--- src/rtl/stopwatch_if.sv ---
`default_nettype none
// ============================================================================
//  Module   : stopwatch_if
//  Purpose  : Button inputs and control outputs of the stopwatch sequencer.
//             master = board / bench side, slave = sequencer side.
//  Revision : 1.0  initial release
// ============================================================================
interface stopwatch_if;
  logic       btn_start;
  logic       btn_stop;
  logic       btn_clear;
  logic       btn_lap;
  logic       run;
  logic       tick;
  logic       clr;
  logic       freeze;
  logic [1:0] state;

  modport master (
    output btn_start, btn_stop, btn_clear, btn_lap,
    input  run, tick, clr, freeze, state
  );

  modport slave (
    input  btn_start, btn_stop, btn_clear, btn_lap,
    output run, tick, clr, freeze, state
  );
endinterface
`default_nettype wire

--- src/rtl/stopwatch_ctrl.sv ---
`default_nettype none
// ============================================================================
//  Module   : stopwatch_ctrl
//  Purpose  : Central start/stop/resume/lap sequencer for the four-digit
//             stopwatch. Synchronises and debounces the push buttons, runs
//             the control FSM and produces the gated base tick, the digit
//             clear pulse and the lap display-freeze flag.
//  Revision : 1.0  initial release
// ============================================================================
module stopwatch_ctrl #(
  parameter int DIV = 100000,  // clk cycles per base tick (>= 2)
  parameter int DEB = 20000    // stable cycles to accept a level change (>= 1)
) (
  input  logic        clk,
  input  logic        reset,
  stopwatch_if.slave  sw
);

  localparam int PW = $clog2(DIV);
  localparam int CW = (DEB > 1) ? $clog2(DEB) : 1;
  localparam logic [PW-1:0] PRE_LAST = PW'(DIV - 1);
  localparam logic [CW-1:0] DEB_LAST = CW'(DEB - 1);

  typedef enum logic [1:0] {
    S_IDLE  = 2'b00,
    S_RUN   = 2'b01,
    S_PAUSE = 2'b10,
    S_LAP   = 2'b11
  } state_t;

  // Button bit order: 0 clear, 1 stop, 2 start, 3 lap (priority order).
  logic [3:0]    btn_raw;
  logic [3:0]    sync1;
  logic [3:0]    sync2;
  logic [3:0]    acc;
  logic [CW-1:0] cnt [4];
  logic [3:0]    press;

  logic ev_clear;
  logic ev_stop;
  logic ev_start;
  logic ev_lap;

  state_t        state_q;
  state_t        state_d;
  logic [PW-1:0] presc;
  logic          clr_q;
  logic          run_w;

  assign btn_raw = {sw.btn_lap, sw.btn_start, sw.btn_stop, sw.btn_clear};

  // Two-flop synchroniser followed by a per-button consecutive-difference debouncer.
  always_ff @(posedge clk or posedge reset) begin
    if (reset) begin
      sync1 <= '0;
      sync2 <= '0;
      acc   <= '0;
      for (int i = 0; i < 4; i++) cnt[i] <= '0;
    end else begin
      sync1 <= btn_raw;
      sync2 <= sync1;
      for (int i = 0; i < 4; i++) begin
        if (sync2[i] == acc[i]) begin
          cnt[i] <= '0;
        end else if (cnt[i] == DEB_LAST) begin
          cnt[i] <= '0;
          acc[i] <= sync2[i];
        end else begin
          cnt[i] <= cnt[i] + 1'b1;
        end
      end
    end
  end

  // Press event fires in the cycle the accepted level is about to flip 0->1,
  // then only the highest-priority event of that cycle survives.
  always_comb begin
    press = '0;
    for (int i = 0; i < 4; i++) begin
      press[i] = sync2[i] && !acc[i] && (cnt[i] == DEB_LAST);
    end
    ev_clear = press[0];
    ev_stop  = press[1] && !press[0];
    ev_start = press[2] && !(|press[1:0]);
    ev_lap   = press[3] && !(|press[2:0]);
  end

  // FSM state register.
  always_ff @(posedge clk or posedge reset) begin
    if (reset) state_q <= S_IDLE;
    else       state_q <= state_d;
  end

  // FSM next-state decision; clear wins from every state.
  always_comb begin
    state_d = state_q;
    if (ev_clear) begin
      state_d = S_IDLE;
    end else begin
      case (state_q)
        S_IDLE:  if (ev_start) state_d = S_RUN;
        S_RUN:   if (ev_stop) state_d = S_PAUSE;
                 else if (ev_lap) state_d = S_LAP;
        S_PAUSE: if (ev_start) state_d = S_RUN;
        S_LAP:   if (ev_stop) state_d = S_PAUSE;
                 else if (ev_lap) state_d = S_RUN;
        default: state_d = S_IDLE;
      endcase
    end
  end

  assign run_w = (state_q == S_RUN) || (state_q == S_LAP);

  // Prescaler: counts only while running, holds while paused so a resume
  // keeps the partial tick, and is zeroed on the edge that enters IDLE.
  always_ff @(posedge clk or posedge reset) begin
    if (reset) begin
      presc <= '0;
    end else if (state_d == S_IDLE) begin
      presc <= '0;
    end else if (run_w) begin
      presc <= (presc == PRE_LAST) ? '0 : presc + 1'b1;
    end
  end

  // Registered one-cycle clear pulse following a clear event.
  always_ff @(posedge clk or posedge reset) begin
    if (reset) clr_q <= 1'b0;
    else       clr_q <= ev_clear;
  end

  assign sw.run    = run_w;
  assign sw.freeze = (state_q == S_LAP);
  assign sw.tick   = run_w && (presc == PRE_LAST);
  assign sw.clr    = clr_q;
  assign sw.state  = state_q;

endmodule
`default_nettype wire

--- src/flat_wrapper.sv ---
// flat-port wrapper written by rule: the top's interface ports become plain ports
module stopwatch_ctrl_flat 
#(
  parameter int DIV = 100000,                                    
  parameter int DEB = 20000                                                    
)
  (clk, reset, sw_btn_start, sw_btn_stop, sw_btn_clear, sw_btn_lap, sw_run, sw_tick, sw_clr, sw_freeze, sw_state);
  stopwatch_if sw_i ();
  input  logic clk;
  input  logic reset;
  input wire logic [$bits(sw_i.btn_start)-1:0] sw_btn_start;
  input wire logic [$bits(sw_i.btn_stop)-1:0] sw_btn_stop;
  input wire logic [$bits(sw_i.btn_clear)-1:0] sw_btn_clear;
  input wire logic [$bits(sw_i.btn_lap)-1:0] sw_btn_lap;
  output wire logic [$bits(sw_i.run)-1:0] sw_run;
  output wire logic [$bits(sw_i.tick)-1:0] sw_tick;
  output wire logic [$bits(sw_i.clr)-1:0] sw_clr;
  output wire logic [$bits(sw_i.freeze)-1:0] sw_freeze;
  output wire logic [$bits(sw_i.state)-1:0] sw_state;
  assign sw_i.btn_start = sw_btn_start;
  assign sw_i.btn_stop = sw_btn_stop;
  assign sw_i.btn_clear = sw_btn_clear;
  assign sw_i.btn_lap = sw_btn_lap;
  assign sw_run = sw_i.run;
  assign sw_tick = sw_i.tick;
  assign sw_clr = sw_i.clr;
  assign sw_freeze = sw_i.freeze;
  assign sw_state = sw_i.state;
  stopwatch_ctrl #(.DIV(DIV), .DEB(DEB)) u_core (.clk(clk), .reset(reset), .sw(sw_i));
endmodule
--- config.mk ---
export PLATFORM = sky130hd
export DESIGN_NAME = stopwatch_ctrl_flat
export DESIGN_NICKNAME = d
export VERILOG_FILES = /design/src/rtl/stopwatch_if.sv /design/src/rtl/stopwatch_ctrl.sv /design/src/flat_wrapper.sv
export SDC_FILE = /design/constraint.sdc
export NUM_CORES = 1
export LEC_CHECK = 0
export CORE_MARGIN = 2
export CORE_UTILIZATION = 55
export CTS_BUF_LIST = sky130_fd_sc_hd__clkbuf_4 sky130_fd_sc_hd__clkbuf_8
export CTS_CLUSTER_SIZE = 25
export DETAILED_ROUTE_END_ITERATION = 16
export PLACE_DENSITY_LB_ADDON = 0.3
export SLEW_MARGIN = 20
export SYNTH_ARGS = -nofsm -noshare
export SYNTH_HDL_FRONTEND = slang
export SYNTH_SLANG_ARGS = --single-unit
--- constraint.sdc ---
create_clock -name clk -period 4.03 [get_ports clk]
set_input_delay 0.806 -clock clk [delete_from_list [all_inputs] [get_ports clk]]
set_output_delay 0.806 -clock clk [all_outputs]
set_load 0.005 [all_outputs]
==> summary.txt, run 1 <==
Pwr
  • Combinational power share: 0.033
  • Maximum vdd drop: 0.224 mV
  • Sw power: 0.364 mW
  • Clock network fraction of total power: 0.418
  • Switching Share: 0.211
  • Internal power: 1.36 mW
  • Seq pwr share: 0.548
  • Pwr/cell area: 350 mW/mm^2
  • Pleak: 2.14 nW

Layout
  • Count of non-filler cells in the finished layout: 562
  • Area Overhead vs Synth: 10.1%
  • Most frequent cells in the layout: dfrtp_1 (92), nor2_1 (83), xor2_1 (37)
  • N_diodes: 0
  • Multi-input logic area: 0.00207 sq mm
  • Nets: 470
  • Most common cell after layout, fill and taps aside: dfrtp_1
  • Storage cell area: 0.00230 sq mm
  • Fillcell total: 638
  • Layout cell share with drive strength beyond 1: 0.0783
  • Post-layout util: 0.633

Yosys
  • Commonest register cell after synthesis: dfrtp_1
  • Adder-cell share of the synthesized area: 0.0251
  • Largest family of logic cells by synthesized area: simple AND/OR/NAND/NOR gates
  • Xor/xnor cell area share of the yosys netlist: 0.115
  • Mapped Area: 0.00449 sq mm
  • Avg Cell Area, Syn: 10.2 sq um
  • Cells after Synth: 441
  • Sequential element share of the synthesized area: 0.513
  • Simple-gate share of the synthesized area: 0.277
  • Synth async-reset ratio: 1.00
  • Synth unique cells: 44
  • Synth Area in Compound Gates: 0.0376
  • Mux contribution to synthesized area: 0.00725
  • Post-synth EDFFs: 0
  • Mapped Nets: 456
  • Synthesis warning total: 0
  • Yosys reg bits: 92

Clock network
  • H-tree levels: 3
  • CTS tree: done
  • CTS Buf Count: 9
  • CTS max path bufs: 2
  • Post-CTS Setup Repair Bufs: 0
  • Clock Latency Late Sink: 0.34 ns
  • CTS resizes: 0
  • Hold bufs inserted after CTS: 0
  • Clock-pin slew on the worst setup and hold paths: 0.09 ns
  • Clock tree sinks: 92
  • Root Buffer: clkbuf_8

Hold path
  • Hold Startpoint: u_core.sync1[3]
  • Class of the worst hold path: register to register

Die
  • Core ar.: 0.00781 sq mm
  • Die H: 94.3 um
  • Initial Util: 0.575
  • Die X: 94.3 um
  • # rows: 32
  • IO Pins: 12
  • Die ar.: 0.00890 sq mm

STA
  • Final Critical Period: 3.25 ns
  • Max Slew Vio Count: 0
  • Final hold vios: 0
  • Final worst setup slack: 0.776 ns
  • Sum Neg Setup Slack: 0 ns
  • Tcrit/Tclk final: 0.808
  • Max_slew headroom: 0.383
  • Maximum clock frequency: 307 MHz
  • RSZ-0062 raised after global routing: false
  • Clock Skew: 0.00726 ns
  • Actual slew at the worst max-slew pin: 0.924 ns
  • Final setup violation count: 0

Critical path
  • Required time of the worst setup path: 3.22 ns
  • CP Data Arrival Time: 2.45 ns
  • CP Cell Sequence: or4b_4 -> nor4_4 -> and2_1 -> clkdlybuf4s50_1
  • Slowest cell on crit path: or4b_4
  • Reg-to-reg startpoint: u_core.cnt[45]
  • Crit-path max cell delay: 0.56 ns
  • CP Capture Type: output port
  • Critical path launch point: u_core.presc[8]
  • Crit-path max FO: 8
  • CP Class: register to output port
  • Crit path launch type: register

Global route
  • M2 GR Usage: 0.321
  • Largest net degree at the start of global routing: 48
  • Gr usage total: 0.201
  • Met3 usage in global routing: 0.0401
  • Grt ovf: 0
  • GR Layer Usage met1: 0.282
  • Number of global-route vias before repair: 3170
  • First-pass GRT wire length: 14.3 mm
  • Initial antenna violation count: 0
  • Busiest grt layer: met2

Detailed routing
  • WL per Instance: 14.0 um
  • Initial DRC count: 145
  • Vias per cell: 5.63
  • DRC Markers: 0
  • Final wirelength: 7.89 mm
  • Via count: 3164
  • Post-route ant nets: 0
  • DR pass1 iterations: 4

Run
  • Max-cap viol count: 0

Place
  • Placed cell count: 546
  • Final HPWL DP: 5.33 mm
  • Post-place setup slack: 1.16 ns
  • IO buf count: 11
  • Gpl congestion: 0.798

Status
  • Status: finished, final reports clean
==> synthesized netlist by cell type (2+ instances only) <==
master | instances | area share
mux2_2 | 2 | 0.0050
nand3b_1 | 3 | 0.0050
and2_1 | 2 | 0.0028
nand4bb_1 | 6 | 0.015
or3_1 | 2 | 0.0028
and3_1 | 15 | 0.021
and4_1 | 4 | 0.0078
xor2_1 | 37 | 0.072
clkbuf_1 | 6 | 0.0050
xnor2_1 | 22 | 0.043
a221o_1 | 3 | 0.0067
nor4_1 | 6 | 0.0084
nor3_1 | 12 | 0.013
o21ai_0 | 3 | 0.0033
nand2b_1 | 2 | 0.0028
inv_1 | 18 | 0.015
a21oi_1 | 6 | 0.0067
ha_1 | 9 | 0.025
or4b_4 | 2 | 0.0061
nand3_1 | 31 | 0.035
nor3_2 | 2 | 0.0045
dfrtp_1 | 92 | 0.51
a31o_2 | 2 | 0.0039
nand4_1 | 22 | 0.031
buf_2 | 2 | 0.0022
nor2_1 | 83 | 0.069
or2_2 | 2 | 0.0028
a21o_2 | 2 | 0.0039
nand2_1 | 23 | 0.019
nor3b_1 | 3 | 0.0050
or4b_1 | 2 | 0.0045
nor4_4 | 3 | 0.014
==> per-stage QoR <==
stage                     total power, mW  hold WS, ns  cell area (sq um)
final                                1.73        0.355               4940
after floorplan                      1.01        0.331               4490
after global routing                 1.81        0.367               4940
after detailed placement             1.03        0.337               4700
after global placement               1.02        0.334               4700
after CTS                            1.75        0.358               4940
==> registers in the layout, summed over array words and instances (netlist names) <==
register and flops:
u_core.cnt 60, u_core.sw.clr 1, u_core.sync2 4, u_core.sync1 4
u_core.acc 4, u_core.sw.state 2, u_core.presc 17
==> path summary, 6_finish.rpt <==
kind	end	slack [ns]	cells after the start
setup / recovery	sw_tick	0.78	4
hold / removal	u_core.sync2[3]	0.35	0
setup reg to reg	u_core.presc[13]	1.60	6
hold reg to reg	u_core.sync2[3]	0.35	0
max in group asynchronous	u_core.cnt[43]	2.43	3
min in group asynchronous	u_core.cnt[31]	0.91	2
==> area by class of cell <==
type / count / share of cell area
sequential: 92 / 0.466
multi-input combinational: 322 / 0.420
timing repair buffer: 12 / 0.0263
tap: 102 / 0.0258
clock buffer: 9 / 0.0251
clock inverter: 7 / 0.0233
inverter: 18 / 0.0139
==> per-layer routing <==
metal  up-vias  share of wire
met5         -              0
met1      1551           0.49
met4         0         0.0061
li1       1558              -
met2        51           0.47
met3         4          0.035
==> critical path, delay by kind of cell (launching register included) <==
kind          cells  cell delay, ns
simple gates      3            1.13
buf+inv           1            0.51
flops             1            0.46
==> power by group through the flow <==
stage | Clock, mW | Combinational [mW] | Sequential (mW)
floorplan | 0 | 0.0421 | 0.964
global placement | 0 | 0.0584 | 0.965
detailed placement | 0 | 0.0594 | 0.967
CTS | 0.742 | 0.0597 | 0.948
global route | 0.787 | 0.0689 | 0.951
finish | 0.723 | 0.0575 | 0.948
==> cell families after synthesis <==
group / Yosys count
xor+xnor: 59
buf+inv: 27
mux: 3
compound gates: 22
fa+ha+maj: 9
flops: 92
simple gates: 229
No activity file was read; power rests on OpenSTA's default activity.
==> run 2: changes to the inputs <==
==> constraint.sdc (replaced) <==
create_clock -name clk -period 3.3 [get_ports clk]
set_input_delay 0.66 -clock clk [delete_from_list [all_inputs] [get_ports clk]]
set_output_delay 0.66 -clock clk [all_outputs]
set_load 0.005 [all_outputs]
==> run 2 against run 1 <==
- wire length shrank 0.98%
- core utilization shrank 0.18 points
- sequential cell count is the same
- clock power grew 16%
- sequential share of layout area grew 0.13 points
- worst hold slack lost 0.0033 ns
- count of clock-buffer cells in the layout grew 1
- worst setup slack lost 0.58 ns
- via count shrank 0.41%
- non-clock buffer count is the same
- first-iteration DRC count grew 51%
- critical path type unchanged
- critical endpoint unchanged
==> summary.txt, run 2 (synthesis gave the netlist of run 1 again) <==
Hold path
  • Hold Startpoint: u_core.sync1[2]
  • Class of the worst hold path: register to register

Critical path
  • CP Class: register to output port
  • CP bufs+invs: 1
  • Reg-to-reg startpoint: u_core.cnt[45]
  • Cell family with most CP delay: simple AND/OR/NAND/NOR gates
  • Critical path launch point: u_core.presc[8]
  • Required time of the worst setup path: 2.64 ns
  • Crit-path max cell delay: 0.56 ns
  • Crit-path max FO: 8
  • Slowest cell on crit path: or4b_4
  • CP Capture Type: output port
  • Crit path launch type: register
  • CP Data Arrival Time: 2.45 ns
  • CP Cell Sequence: or4b_4 -> nor4_4 -> and2_1 -> clkdlybuf4s50_1

Global route
  • Largest net degree at the start of global routing: 93
  • Busiest grt layer: met2
  • Initial antenna violation count: 0
  • Gr usage total: 0.195
  • M2 GR Usage: 0.307
  • Number of global-route vias before repair: 3072
  • Met3 usage in global routing: 0.0369
  • GR Layer Usage met1: 0.265
  • Grt ovf: 0
  • First-pass GRT wire length: 13.8 mm

Detailed routing
  • DR pass1 iterations: 5
  • Vias per cell: 5.61
  • Initial DRC count: 219
  • Via count: 3151
  • Final wirelength: 7.81 mm
  • Post-route ant nets: 0
  • WL per Instance: 13.9 um
  • DRC Markers: 0

STA
  • Final worst setup slack: 0.191 ns
  • Final Critical Period: 3.11 ns
  • Final hold vios: 0
  • Clock Skew: 0.0129 ns
  • Final setup violation count: 0
  • Tcrit/Tclk final: 0.942
  • Actual slew at the worst max-slew pin: 0.920 ns
  • RSZ-0062 raised after global routing: false
  • Maximum clock frequency: 322 MHz
  • Max_slew headroom: 0.386
  • Sum Neg Setup Slack: 0 ns
  • Max Slew Vio Count: 0

Layout
  • Layout cell share with drive strength beyond 1: 0.0783
  • Max reg flops: 60
  • Biggest register: u_core.cnt
  • Most common cell after layout, fill and taps aside: dfrtp_1
  • Count of non-filler cells in the finished layout: 562
  • Largest regs: u_core.cnt: 60 flops, u_core.presc: 17 flops
  • Area Overhead vs Synth: 9.82%
  • N_diodes: 0
  • Nets: 470
  • Most frequent cells in the layout: dfrtp_1 (92), nor2_1 (83), xor2_1 (37)

Die
  • Initial Util: 0.575
  • # rows: 32
  • Core ar.: 0.00781 sq mm
  • Die ar.: 0.00890 sq mm
  • IO Pins: 12
  • Die H: 94.3 um
  • Die X: 94.3 um

Clock network
  • CTS Buf Count: 9
  • CTS max path bufs: 2
  • Post-CTS Setup Repair Bufs: 0
  • Clock Latency Late Sink: 0.36 ns
  • CTS resizes: 0
  • Clock tree sinks: 92
  • CTS tree: done
  • Hold bufs inserted after CTS: 0
  • Root Buffer: clkbuf_8
  • Clock-pin slew on the worst setup and hold paths: 0.08 ns
  • H-tree levels: 3

Place
  • Gpl congestion: 0.842
  • Post-place setup slack: 0.589 ns
  • IO buf count: 11
  • Placed cell count: 546
  • Final HPWL DP: 5.19 mm

Status
  • Status: finished, final reports clean

Run
  • Max-cap viol count: 0

Pwr
  • Pleak: 2.13 nW
  • Maximum vdd drop: 0.244 mV
  • Pwr Total: 2.07 mW
  • Pwr/cell area: 420 mW/mm^2
## run 2: report_power, final
part           switching, mW  internal, mW  total (mW)  leakage, nW
logic                 0.0464        0.0235      0.0699        0.772
clock network          0.394         0.446       0.840        0.105
registers             0.0148          1.14        1.16         1.26
## run 2: final timing paths
| check | end | slack (ns) | cells after the start |
|---|---|---|---|
| worst max-delay path | sw_tick | 0.19 | 4 |
| worst min-delay path | u_core.sync2[2] | 0.35 | 0 |
| worst max register to register | u_core.presc[13] | 0.92 | 6 |
| worst min register to register | u_core.sync2[2] | 0.35 | 0 |
| max in group asynchronous | u_core.cnt[40] | 2.21 | 3 |
| min in group asynchronous | u_core.cnt[47] | 0.69 | 3 |
## run 2: cell type report
class / instances / area, sq um
fillers: 612 / 2880
flip-flops and latches: 92 / 2300
multi-input cells: 322 / 2070
clock buffers: 10 / 138
repair buffers: 12 / 130
well taps: 102 / 128
clock inverters: 6 / 87.6
inverters: 18 / 68.8
## run 2: routing by layer
metal / share of wire / vias up
met5: 0 / -
met4: 0.017 / 0
met3: 0.028 / 13
met2: 0.46 / 61
met1: 0.49 / 1521
li1: - / 1556
## run 2: metrics by stage
step / utilization / cell area (sq um) / hold slack, ns
2_1_floorplan: - / 4490 / 0.331
3_3_place_gp: 0.602 / 4700 / 0.334
3_5_place_dp: 0.602 / 4700 / 0.335
4_1_cts: 0.631 / 4930 / 0.353
5_1_grt: 0.631 / 4930 / 0.355
6_report: 0.631 / 4930 / 0.352
## run 2: worst reg2reg max path: stages, from the launching register on
cell and delay, ns:
dfrtp_1 0.40, ha_1 0.25, nand4b_1 0.21, nor4_1 0.54
and2_1 0.35, nor3_2 0.13, a221o_1 0.38
==> run 3: changes to the inputs <==
--- a/config.mk
+++ b/config.mk
@@ -11,6 +11,8 @@
 export CTS_CLUSTER_SIZE = 25
 export DETAILED_ROUTE_END_ITERATION = 16
 export PLACE_DENSITY_LB_ADDON = 0.3
+export RECOVER_POWER = 25
+export SKIP_LAST_GASP = 1
 export SLEW_MARGIN = 20
 export SYNTH_ARGS = -nofsm -noshare
 export SYNTH_HDL_FRONTEND = slang
==> run 3 against run 2 <==
- the flow now finishes with violations (max-capacitance violations, max-slew violations)
- critical path depth is the same
- cell area shrank 0.30%
- worst hold slack is essentially flat
- clock power is essentially flat
- global-route usage is the same
- critical endpoint unchanged
- largest cell class unchanged
- largest power group unchanged
==> summary.txt, run 3 (synthesis gave the netlist of run 1 again) <==
Die
  • Die H: 94.3 um
  • Initial Util: 0.575
  • # rows: 32
  • Die ar.: 0.00890 sq mm
  • Die X: 94.3 um
  • IO Pins: 12
  • Core ar.: 0.00781 sq mm

Clock network
  • H-tree levels: 3
  • Clock tree sinks: 92
  • Clock Latency Late Sink: 0.36 ns
  • Clock-pin slew on the worst setup and hold paths: 0.08 ns
  • CTS Buf Count: 9
  • CTS resizes: 0
  • Root Buffer: clkbuf_8
  • CTS tree: done
  • Hold bufs inserted after CTS: 0
  • CTS max path bufs: 2
  • Post-CTS Setup Repair Bufs: 0

Critical path
  • Required time of the worst setup path: 2.64 ns
  • Crit-path max FO: 8
  • Reg2Reg Depth: 6
  • Crit path launch type: register
  • CP Data Arrival Time: 2.44 ns
  • Reg-to-reg startpoint: u_core.cnt[45]
  • R2R setup slack: 0.92 ns
  • Worst flop-to-flop path endpoint: u_core.presc[13]
  • CP Capture Type: output port
  • CP Class: register to output port

Layout
  • Fillcell total: 613
  • Max reg flops: 60
  • Storage cell area: 0.00230 sq mm
  • Largest regs: u_core.cnt: 60 flops, u_core.presc: 17 flops
  • Most common cell after layout, fill and taps aside: dfrtp_1
  • Layout cell share with drive strength beyond 1: 0.0783
  • Nets: 470
  • Area Overhead vs Synth: 9.48%
  • Biggest register: u_core.cnt
  • Count of non-filler cells in the finished layout: 562
  • Most frequent cells in the layout: dfrtp_1 (92), nor2_1 (83), xor2_1 (37)
  • N_diodes: 0
  • Multi-input logic area: 0.00207 sq mm

Detailed routing
  • WL per Instance: 13.9 um
  • Post-route ant nets: 0
  • Final wirelength: 7.83 mm
  • Via count: 3157
  • Initial DRC count: 217
  • DRC Markers: 0
  • Vias per cell: 5.62
  • DR pass1 iterations: 4

Pwr
  • Sw power: 0.456 mW
  • Switching Share: 0.221
  • Pwr/cell area: 420 mW/mm^2
  • Combinational power share: 0.032
  • Pleak: 2.13 nW
  • Internal power: 1.61 mW
  • Maximum vdd drop: 0.244 mV
  • Clock network fraction of total power: 0.407
  • Seq pwr share: 0.561

STA
  • Clock Skew: 0.0129 ns
  • Maximum clock frequency: 322 MHz
  • Max_slew headroom: -0.470
  • RSZ-0062 raised after global routing: false
  • Sum Neg Setup Slack: 0 ns
  • Final hold vios: 0
  • Final setup violation count: 0
  • Max Slew Vio Count: 93
  • Final Critical Period: 3.10 ns
  • Actual slew at the worst max-slew pin: 2.20 ns
  • Tcrit/Tclk final: 0.941

Status
  • Status: finished, violations left
  • Failing checks: max-capacitance violations, max-slew violations

Global route
  • Initial antenna violation count: 0
  • Grt ovf: 0
  • Gr usage total: 0.195
  • First-pass GRT wire length: 13.8 mm
  • Largest net degree at the start of global routing: 93
  • Number of global-route vias before repair: 3072

Place
  • Placed cell count: 546
  • IO buf count: 11
  • Gpl congestion: 0.842
  • Final HPWL DP: 5.19 mm

Hold path
  • Hold Crit Depth: 0
  • Hold Startpoint: u_core.sync1[2]
  • WHS Endpoint: u_core.sync2[2]
  • Class of the worst hold path: register to register

Run
  • Max-cap viol count: 1
[run 3: cell types whose count changed in the layout (fill, tap and decap cells not counted)]
cell / before / now
buf_12: 1 / 0
clkbuf_2: 0 / 1
clkdlybuf4s50_1: 11 / 7
clkinv_2: 2 / 1
clkinvlp_2: 0 / 1
dlygate4sd3_1: 0 / 4
[run 3: power groups by stage]
| stage | Sequential (mW) | Combinational (mW) | Clock, mW |
|---|---|---|---|
| 6_report | 1.16 | 0.0666 | 0.840 |
| 5_1_grt | 1.16 | 0.0786 | 0.916 |
| 4_1_cts | 1.16 | 0.0730 | 0.862 |
| 3_5_place_dp | 1.18 | 0.0724 | 0 |
| 3_3_place_gp | 1.18 | 0.0716 | 0 |
| 2_1_floorplan | 1.18 | 0.0515 | 0 |
[run 3: area by class of cell]
type | count | share of cell area
inverter | 18 | 0.0140
clock inverter | 6 | 0.0178
clock buffer | 10 | 0.0280
multi-input combinational | 322 | 0.422
sequential | 92 | 0.469
tap | 102 | 0.0260
timing repair buffer | 12 | 0.0234
[run 3: worst max-delay path by stage]
stage	startpoint	to	slack [ns]	depth (start not counted)
floorplan	reset	u_core.acc[0]	0.25	1
global placement	u_core.presc[8]	sw_tick	0.60	4
CTS	u_core.presc[8]	sw_tick	0.19	4
global route	reset	u_core.cnt[27]	0.05	3
finish	u_core.presc[8]	sw_tick	0.20	4
detailed placement	u_core.presc[8]	sw_tick	0.59	4
[run 3: stage by stage]
step | setup slack (ns) | utilization | hold slack, ns | power [mW] | area, sq um
after CTS | 0.187 | 0.631 | 0.353 | 2.09 | 4930
after global placement | 0.596 | 0.602 | 0.334 | 1.25 | 4700
final | 0.196 | 0.629 | 0.352 | 2.06 | 4910
after global routing | 0.0516 | 0.629 | 0.355 | 2.16 | 4910
after floorplan | 0.248 | - | 0.331 | 1.23 | 4490
after detailed placement | 0.589 | 0.602 | 0.335 | 1.25 | 4700
[run 3: per-layer routing]
metal  share of wire  wire (um)  up-vias  global-route usage
li1                -          -     1557                   -
met1            0.49       3850     1515               0.265
met2            0.46       3590       70               0.307
met3           0.031        244       15              0.0369
met4           0.018        144        0              0.0833
met5               0          0        -                   0
[run 3: worst max-delay path: stages, from the launching register on]
cell and delay (ns):
dfrtp_1 0.47, or4b_4 0.56, nor4_4 0.34, and2_1 0.21, clkdlybuf4s50_1 0.51
